==> config.mk <==
export PLATFORM = sky130hd
export DESIGN_NAME = uart_tx
export DESIGN_NICKNAME = d
export VERILOG_FILES = /design/src/rtl/uart_tx.sv
export SDC_FILE = /design/constraint.sdc
export NUM_CORES = 1
export LEC_CHECK = 0
export ABC_AREA = 1
export CELL_PAD_IN_SITES_DETAIL_PLACEMENT = 1
export CELL_PAD_IN_SITES_GLOBAL_PLACEMENT = 2
export CORE_ASPECT_RATIO = 1.5
export CORE_UTILIZATION = 33
export DETAILED_ROUTE_END_ITERATION = 6
export GPL_TIMING_DRIVEN = 0
export PLACE_DENSITY_LB_ADDON = 0.1
export SYNTH_ARGS = -nofsm -noshare
export SYNTH_HDL_FRONTEND = slang
export SYNTH_SLANG_ARGS = --single-unit
==> constraint.sdc <==
create_clock -name clk -period 2.25 [get_ports clk]
set_input_delay 0.225 -clock clk [delete_from_list [all_inputs] [get_ports clk]]
set_output_delay 0.225 -clock clk [all_outputs]
set_load 0.05 [all_outputs]
==> src/rtl/uart_tx.sv <==
// UART transmitter with a small TX FIFO (valid/ready write side), 8N1 LSB first.
// Define UART_TX_PARITY_EN at compile time to insert an even-parity bit (8E1).
module uart_tx #(
  parameter int CLK_FREQ   = 50_000_000,
  parameter int BAUD_RATE  = 115200,
  parameter int FIFO_DEPTH = 4
) (
  input  logic                          clk,
  input  logic                          rst,
  input  logic [7:0]                    tx_data,
  input  logic                          tx_valid,
  output logic                          tx_ready,
  output logic                          tx,
  output logic                          tx_busy,
  output logic [$clog2(FIFO_DEPTH):0]   fifo_count
);

  localparam int BAUD_DIV = CLK_FREQ / BAUD_RATE;
  localparam int BAUD_W   = (BAUD_DIV > 1) ? $clog2(BAUD_DIV) : 1;
  localparam int PTR_W    = $clog2(FIFO_DEPTH);
  localparam int CNT_W    = PTR_W + 1;

  localparam logic [BAUD_W-1:0] BAUD_LAST = BAUD_W'(BAUD_DIV - 1);
  localparam logic [BAUD_W-1:0] BAUD_ONE  = BAUD_W'(1);
  localparam logic [BAUD_W-1:0] BAUD_ZERO = BAUD_W'(0);
  localparam logic [CNT_W-1:0]  CNT_FULL  = CNT_W'(FIFO_DEPTH);
  localparam logic [CNT_W-1:0]  CNT_ONE   = CNT_W'(1);
  localparam logic [CNT_W-1:0]  CNT_ZERO  = CNT_W'(0);
  localparam logic [PTR_W-1:0]  PTR_ONE   = PTR_W'(1);
  localparam logic [PTR_W-1:0]  PTR_ZERO  = PTR_W'(0);

  typedef enum logic [2:0] {
    S_IDLE   = 3'd0,
    S_START  = 3'd1,
    S_DATA   = 3'd2,
`ifdef UART_TX_PARITY_EN
    S_PARITY = 3'd3,
`endif
    S_STOP   = 3'd4
  } state_t;

`ifdef UART_TX_PARITY_EN
  function automatic logic even_parity(input logic [7:0] d);
    return ^d;
  endfunction
`endif

  logic [7:0]        mem_r [FIFO_DEPTH];
  logic [PTR_W-1:0]  wr_ptr_r, rd_ptr_r;
  logic [CNT_W-1:0]  count_r, count_nxt_s;
  logic              ready_r;
  state_t            state_r;
  logic [BAUD_W-1:0] baud_cnt_r;
  logic [2:0]        bit_idx_r;
  logic [7:0]        shift_r;
  logic              tx_r, busy_r;
`ifdef UART_TX_PARITY_EN
  logic              par_r;
`endif
  logic              baud_end_s, push_s, pop_s;
  logic [7:0]        head_s;

  assign tx_ready   = ready_r;
  assign tx         = tx_r;
  assign tx_busy    = busy_r;
  assign fifo_count = count_r;

  // Handshake, pop request and next FIFO occupancy.
  always_comb begin
    baud_end_s = (baud_cnt_r == BAUD_LAST);
    push_s     = tx_valid && ready_r;
    head_s     = mem_r[rd_ptr_r];
    pop_s      = 1'b0;
    case (state_r)
      S_IDLE:  pop_s = (count_r != CNT_ZERO);
      S_STOP:  pop_s = baud_end_s && (count_r != CNT_ZERO);
      default: pop_s = 1'b0;
    endcase
    count_nxt_s = count_r;
    case ({push_s, pop_s})
      2'b10:   count_nxt_s = count_r + CNT_ONE;
      2'b01:   count_nxt_s = count_r - CNT_ONE;
      default: count_nxt_s = count_r;
    endcase
  end

  // FIFO pointers, occupancy and registered ready.
  always_ff @(posedge clk) begin
    if (rst) begin
      wr_ptr_r <= PTR_ZERO;
      rd_ptr_r <= PTR_ZERO;
      count_r  <= CNT_ZERO;
      ready_r  <= 1'b0;
    end else begin
      count_r <= count_nxt_s;
      ready_r <= (count_nxt_s != CNT_FULL);
      if (push_s) wr_ptr_r <= wr_ptr_r + PTR_ONE;
      if (pop_s)  rd_ptr_r <= rd_ptr_r + PTR_ONE;
    end
  end

  // FIFO storage.
  always_ff @(posedge clk) begin
    if (push_s) mem_r[wr_ptr_r] <= tx_data;
  end

  // Frame sequencer: every line bit is held for BAUD_DIV clocks.
  always_ff @(posedge clk) begin
    if (rst) begin
      state_r    <= S_IDLE;
      baud_cnt_r <= BAUD_ZERO;
      bit_idx_r  <= 3'd0;
      shift_r    <= 8'h00;
      tx_r       <= 1'b1;
      busy_r     <= 1'b0;
`ifdef UART_TX_PARITY_EN
      par_r      <= 1'b0;
`endif
    end else begin
      case (state_r)
        S_IDLE: baud_cnt_r <= BAUD_ZERO;
        S_START: begin
          if (baud_end_s) begin
            state_r    <= S_DATA;
            baud_cnt_r <= BAUD_ZERO;
            bit_idx_r  <= 3'd0;
            tx_r       <= shift_r[0];
          end else begin
            baud_cnt_r <= baud_cnt_r + BAUD_ONE;
          end
        end
        S_DATA: begin
          if (baud_end_s) begin
            baud_cnt_r <= BAUD_ZERO;
            if (bit_idx_r == 3'd7) begin
`ifdef UART_TX_PARITY_EN
              state_r <= S_PARITY;
              tx_r    <= par_r;
`else
              state_r <= S_STOP;
              tx_r    <= 1'b1;
`endif
            end else begin
              bit_idx_r <= bit_idx_r + 3'd1;
              shift_r   <= {1'b0, shift_r[7:1]};
              tx_r      <= shift_r[1];
            end
          end else begin
            baud_cnt_r <= baud_cnt_r + BAUD_ONE;
          end
        end
`ifdef UART_TX_PARITY_EN
        S_PARITY: begin
          if (baud_end_s) begin
            state_r    <= S_STOP;
            baud_cnt_r <= BAUD_ZERO;
            tx_r       <= 1'b1;
          end else begin
            baud_cnt_r <= baud_cnt_r + BAUD_ONE;
          end
        end
`endif
        S_STOP: begin
          if (baud_end_s) begin
            state_r    <= S_IDLE;
            baud_cnt_r <= BAUD_ZERO;
            busy_r     <= 1'b0;
            tx_r       <= 1'b1;
          end else begin
            baud_cnt_r <= baud_cnt_r + BAUD_ONE;
          end
        end
        default: begin
          state_r    <= S_IDLE;
          baud_cnt_r <= BAUD_ZERO;
          busy_r     <= 1'b0;
          tx_r       <= 1'b1;
        end
      endcase
      // A pop (from IDLE or at the end of STOP) overrides the above and starts a frame.
      if (pop_s) begin
        state_r    <= S_START;
        baud_cnt_r <= BAUD_ZERO;
        shift_r    <= head_s;
        tx_r       <= 1'b0;
        busy_r     <= 1'b1;
`ifdef UART_TX_PARITY_EN
        par_r      <= even_parity(head_s);
`endif
      end
    end
  end

endmodule

**Word level (Yosys, flattened, before mapping)**

Memories as Yosys holds them, arrays and structs flattened. A register that Yosys moved wholly into a read port is not among the register bits.
Cells that the tools add are included.

- Memories kept: 1
- Output and inout bits: 6
- Word-level logic and storage cells: 85
- RAM bits: 32
- Register bits: 33

Memory list:

| memory | depth | bits a word | read ports | clocked after memory_dff | write ports | line | text |
|---|---|---|---|---|---|---|---|
| mem_r | 4 | 8 | 1 | 1 | 1 | 48 | `logic [7:0] mem_r [FIFO_DEPTH];` |

- Reduce and logical (&&, ||, !) cells: 17
- Bitwise operators: 2
- Muxes and demuxes: 28
- Eq/ne operators: 20
- Add/sub/neg operators: 6

Operators by type and width:

| kind | number |
|---|---|
| $mux 8 | 4 |
| $mux 3 | 6 |
| $ne 3x3->1 const B | 5 |
| $ne 2x2->1 const B | 7 |
| $pmux 3 s2 | 2 |
| $pmux 3 s4 | 1 |
| $mux 1 | 10 |
| $reduce_and 5->1 | 2 |
| $add 9x1->9 const B | 1 |
| $eq 9x9->1 const B | 1 |
| $reduce_and 4->1 | 2 |
| $add 3x1->3 const B | 2 |
| $eq 3x3->1 const B | 2 |
| $reduce_bool 2->1 | 3 |
| $reduce_or 3->1 | 2 |
| $add 2x1->2 const B | 2 |
| $mux 2 | 2 |
| $pmux 1 s2 | 2 |
| $pmux 1 s4 | 1 |
| $reduce_or 4->1 | 1 |
| $eq 3x1->1 const B | 1 |
| $eq 3x2->1 const B | 1 |
| $logic_not 3->1 | 1 |
| $reduce_and 3->1 | 1 |
| 9 further kinds | 11 |

**Depth between registers and ports, before layout**

- Word-level depth: 6
- Gate-level depth with buffers: 17
- Mapped depth without buffers: 17

**Least setup slack after synthesis**

OpenSTA, ideal clock, no wires.

- Kind: register to register
- From: register count_r[0], in the netlist fifo_count[0]
- To: register ready_r, in the netlist tx_ready
- Required time: 2.121 ns
- Slack: -0.057 ns
- Clock period less this slack: 2.307 ns
- Cell stages (with the launch flop): 13
- Arrival time: 2.179 ns
- Cells stage by stage: dfxtp_1 -> nor3_1 -> nor2_2 -> nand2_4 -> clkinv_1 -> ha_1 -> inv_1 -> fa_1 -> inv_1 -> nand2_1 -> nand3_1 -> xor2_1 -> a31oi_1

- Cells in the longest elaborated chain, start to end: 6
- Elaborated cells between the ends (all ways): 9

RTL lines:

| item | line | text |
|---|---|---|
| from (decl) | 50 | `logic [CNT_W-1:0] count_r, count_nxt_s;` |
| from (signal assigned) | 95 | `count_r <= count_nxt_s;` |
| $reduce_bool 3->1 (*) | 75, 76 |  |
| $logic_and 1x1->1 | 76 | `S_STOP: pop_s = baud_end_s && (count_r != CNT_ZERO);` |
| $pmux 1 s2 (*) | 74 | `case (state_r)` |
| named net pop_s | 60 | `logic baud_end_s, push_s, pop_s;` |
| $eq 2x1->1 / $eq 2x2->1 (equally long branches) | 80 | `case ({push_s, pop_s})` |
| $pmux 3 s2 (*) | 80 |  |
| $ne 3x3->1 (*) | 96 | `ready_r <= (count_nxt_s != CNT_FULL);` |
| to (signal assigned) | 96 |  |
| to (decl) | 51 | `logic ready_r;` |

The timed path passes the listed nets; every way through them passes the cells marked *.
A chain may end at the register's enable or synchronous reset.

**Worst setup path in the final report**

- From: register baud_cnt_r[1]
- To: register count_r[2], in the netlist fifo_count[2]

- Cells in the longest elaborated chain, start to end: 5
- Elaborated cells between the ends (all ways): 6

RTL lines:

| item | line | text |
|---|---|---|
| from (decl) | 53 | `logic [BAUD_W-1:0] baud_cnt_r;` |
| from (signal assigned) | 129 | `baud_cnt_r <= baud_cnt_r + BAUD_ONE;` |
| from (signal assigned) | 149 | `baud_cnt_r <= baud_cnt_r + BAUD_ONE;` |
| from (signal assigned) | 170 | `baud_cnt_r <= baud_cnt_r + BAUD_ONE;` |
| $eq 9x9->1 (*) | 70 | `baud_end_s = (baud_cnt_r == BAUD_LAST);` |
| $logic_and 1x1->1 (*) | 76 |  |
| $pmux 1 s2 (*) | 74 |  |
| named net pop_s | 60 |  |
| $eq 2x1->1 / $eq 2x2->1 (equally long branches) | 80 |  |
| $pmux 3 s2 (*) | 80 |  |

Marks and branches as above.

==> out/metrics.csv <==
stage,metric,value,unit
status,run_status,finished clean,
power_and_ir_drop,peakVddDrop,0.654,mV
power_and_ir_drop,power_frac_clock,0.272,
min_path,hp-class,register to register,
synthesis,syn-mean-instance-area,9.01,µm²
setup_path,critPathMaxFanout,4,
synthesis,synth_top_cells_by_area,"edfxtp_1 (31%), dfxtp_1 (23%), nand2_1 (7.6%), inv_1 (6.2%), nor2_1 (5.2%)",
route,drtPass1Iterations,4,
setup_path,reg2reg_depth,16,
cts,tritoncts,built,
setup_path,critPathSlowestCell,fa_2,
route,drt-initial-drc-count,41,
setup_path,crit_top_cell,nand2_8,
setup_path,crit_buf_inv,4,
global_routing,grt_pass1_vias,2510,
setup_path,max_stage_delay,0.37,ns
setup_path,cp.arrival,2.31,ns
cells_and_area,most-common-layout-cells,"nand2_1 (62), inv_1 (49), nor2_1 (43)",
setup_path,setup.worst_path.start_class,register,
cells_and_area,layout_commonest_cell,nand2_1,
cells_and_area,num_antenna_cells,0,
sta,setup_viol,0,
global_routing,overflow,0,
cells_and_area,syn_to_final_growth,22.1,%
power_and_ir_drop,pwr-share-comb,0.401,
floorplan,fp.dieArea,9790,µm²
power_and_ir_drop,power_density,1320,nW/µm²
synthesis,synth_top_area_cell,edfxtp_1,
global_routing,track_usage,0.167,
route,drtAntennaViolNets,0,
setup_path,crit_type,register to register,
route,vias_per_cell,4.63,
power_and_ir_drop,leakagePower,0.00149,µW
floorplan,die_w,81.1,µm
route,postRouteWirelength,7.06,mm
min_path,holdPathStages,1,
cts,clkTransAtPathRegs,0.05,ns
setup_path,crit_chain,inv_1 -> ha_2 -> nand2_2 -> nor2_4 -> nand2_8 -> nand2_8 -> nand2_8 -> clkinv_4 -> ha_4 -> inv_2 -> fa_2 -> nand2_1 -> nand3_2 -> xor2_2 -> inv_1 -> nor2_1,
floorplan,row_count,42,
setup_path,critical_path_required,2.44,ns
min_path,min_to,baud_cnt_r[0],
sta,clock.fmax,473,MHz
place,place.gp.congestion,0.718,
place,port-buffer-count,16,
setup_path,endpoint_kind,register,
sta,fin_crit_sh,0.941,
floorplan,ios,17,
synthesis,ys.warnings.count,0,
floorplan,core,8990,µm²
floorplan,die_h,121,µm
cells_and_area,stdcell_area,3780,µm²
power_and_ir_drop,pwr-share-seq,0.327,
place,dpl-instance-area,3400,µm²
power_and_ir_drop,p_int,3080,µW
place,hpwl,5.21,mm
power_and_ir_drop,p_switching,1900,µW
flow_run,maxCapViolations,0,
synthesis,synth_cell_types,34,
route,vias,2274,
synthesis,netlist_area,3100,µm²
synthesis,syn-num-nets,365,
cts,clkSinkCount,67,
cts,cts-root-buf,clkbuf_16,
setup_path,r2r_start,baud_cnt_r[1],
route,drc,0,
floorplan,start_util,0.345,
synthesis,synth-seq-area-share,0.536,
cts,htree_num_levels,3,
sta,drv_slew,0,
global_routing,grt_pass1_wl,12.0,mm
sta,slew_headroom,0.423,
cells_and_area,nets,397,
cts,clockBufferDepth,2,
min_path,min_from,baud_cnt_r[0],
cts,numCtsBuffers,9,
cells_and_area,utilization,0.421,
sta,hold_violations,0,
cells_and_area,drive_gt1_frac,0.163,
cts,ctsHoldBuffers,0,
power_and_ir_drop,p_sw_frac,0.382,
setup_path,reg2reg_to,fifo_count[2],
global_routing,antenna_found_initial,0,
route,detail_route.wl_per_cell,14.4,µm
synthesis,synth_top_cell_area_share,0.310,
synthesis,syn-instance-count,344,
cts,clkLatencyLatePin,0.33,ns
sta,period_needed,2.12,ns
synthesis,synth-seq-cells,67,
global_routing,grt_max_degree,13,
sta,clock_skew,0.00639,ns
setup_path,cp_top_family,adder cells,
sta,worst_pin_slew,0.862,ns
setup_path,reg2reg_setup_slack,0.13,ns
[final cells by class]
type                            count  area, µm²
Fill cell                        1073       5200
Sequential cell                    67       1670
Multi-Input combinational cell    212       1230
Clock buffer                       11        233
Inverter                           57        219
Timing Repair Buffer               21        198
Tap cell                          110        138
Clock inverter                      5       55.1
Buffer                              8       47.5
[per-layer routing]
layer  vias to the layer above  wire [µm]  track usage
met5                         -          0            0
met3                        10        199       0.0317
met2                        21       3900        0.306
met1                      1077       2810        0.177
li1                       1166          -            -
met4                         0        145       0.0781
[power by group through the flow]
stage               Combinational [µW]  Clock (µW)  Sequential [µW]
finish                            2000        1350             1630
global route                      2260        1450             1660
CTS                               1950        1400             1630
detailed placement                1880           0             1650
global placement                  1860           0             1650
floorplan                         1230           0             1780
[synth_stat cells (all sizes together)]
| cell type | number |
|---|---|
| or2 | 1 |
| a21oi | 16 |
| inv | 55 |
| a31oi | 1 |
| xnor2 | 2 |
| o21ai | 19 |
| xor2 | 8 |
| nor3 | 1 |
| o2111ai | 1 |
| clkinv | 2 |
| o22ai | 4 |
| nand3 | 29 |
| nand3b | 1 |
| nand2 | 70 |
| edfxtp | 32 |
| dfxtp | 35 |
| ha | 9 |
| fa | 1 |
| buf | 4 |
| clkbuf | 4 |
| nand4 | 2 |
| nor2 | 47 |
[metrics by stage]
stage                     hold slack [ns]  total power (µW)  cells  worst slack (ns)  TNS (ns)
after detailed placement            0.456              3530    470            -0.163    -0.310
final                               0.436              4990    491             0.134         0
after global routing                0.465              5370    491           -0.0119   -0.0177
after floorplan                     0.294              3000    344            0.0835         0
after CTS                           0.435              4980    489           0.00523         0
after global placement              0.453              3500    470            -0.168    -0.300
[how the worst max path moves through the flow]
| stage | depth (start not counted) | from | slack (ns) | endpoint |
|---|---|---|---|---|
| 2_1_floorplan | 15 | baud_cnt_r[0] | 0.08 | tx_ready |
| 3_3_place_gp | 15 | baud_cnt_r[0] | -0.17 | tx_ready |
| 3_5_place_dp | 15 | baud_cnt_r[0] | -0.16 | tx_ready |
| 4_1_cts | 16 | baud_cnt_r[1] | 0.005 | tx_ready |
| 5_1_grt | 16 | baud_cnt_r[1] | -0.01 | tx_ready |
| 6_report | 16 | baud_cnt_r[1] | 0.13 | fifo_count[2] |
[state kept, by name (all words and copies together) (netlist names), named ones only]
name        count
tx_busy         1
tx              1
rd_ptr_r        2
fifo_count      3
state_r         3
wr_ptr_r        2
baud_cnt_r      9
bit_idx_r       3
mem_r          32
shift_r         8
tx_ready        1
[repair_timing]
action / 4_1_cts / 5_1_grt
endpoints found under the setup margin: 3 / 3
buffers inserted: 3 / 2
resized for setup: 5 / 12
pin swaps: 4 / 5
[cell families (layout without fill, tap and decap cells)]
kind of cell / Yosys count / in the layout / synth area share
xor gates and xnor gates: 10 / 10 / 0.0283
buffers and inverters: 65 / 102 / 0.0844
DFF: 67 / 67 / 0.536
adders and majority gates: 10 / 10 / 0.0428
and+or+nand+nor: 151 / 151 / 0.228
AOI/OAI and AO/OA: 41 / 41 / 0.0800
Power figures use the tool's default switching activity.
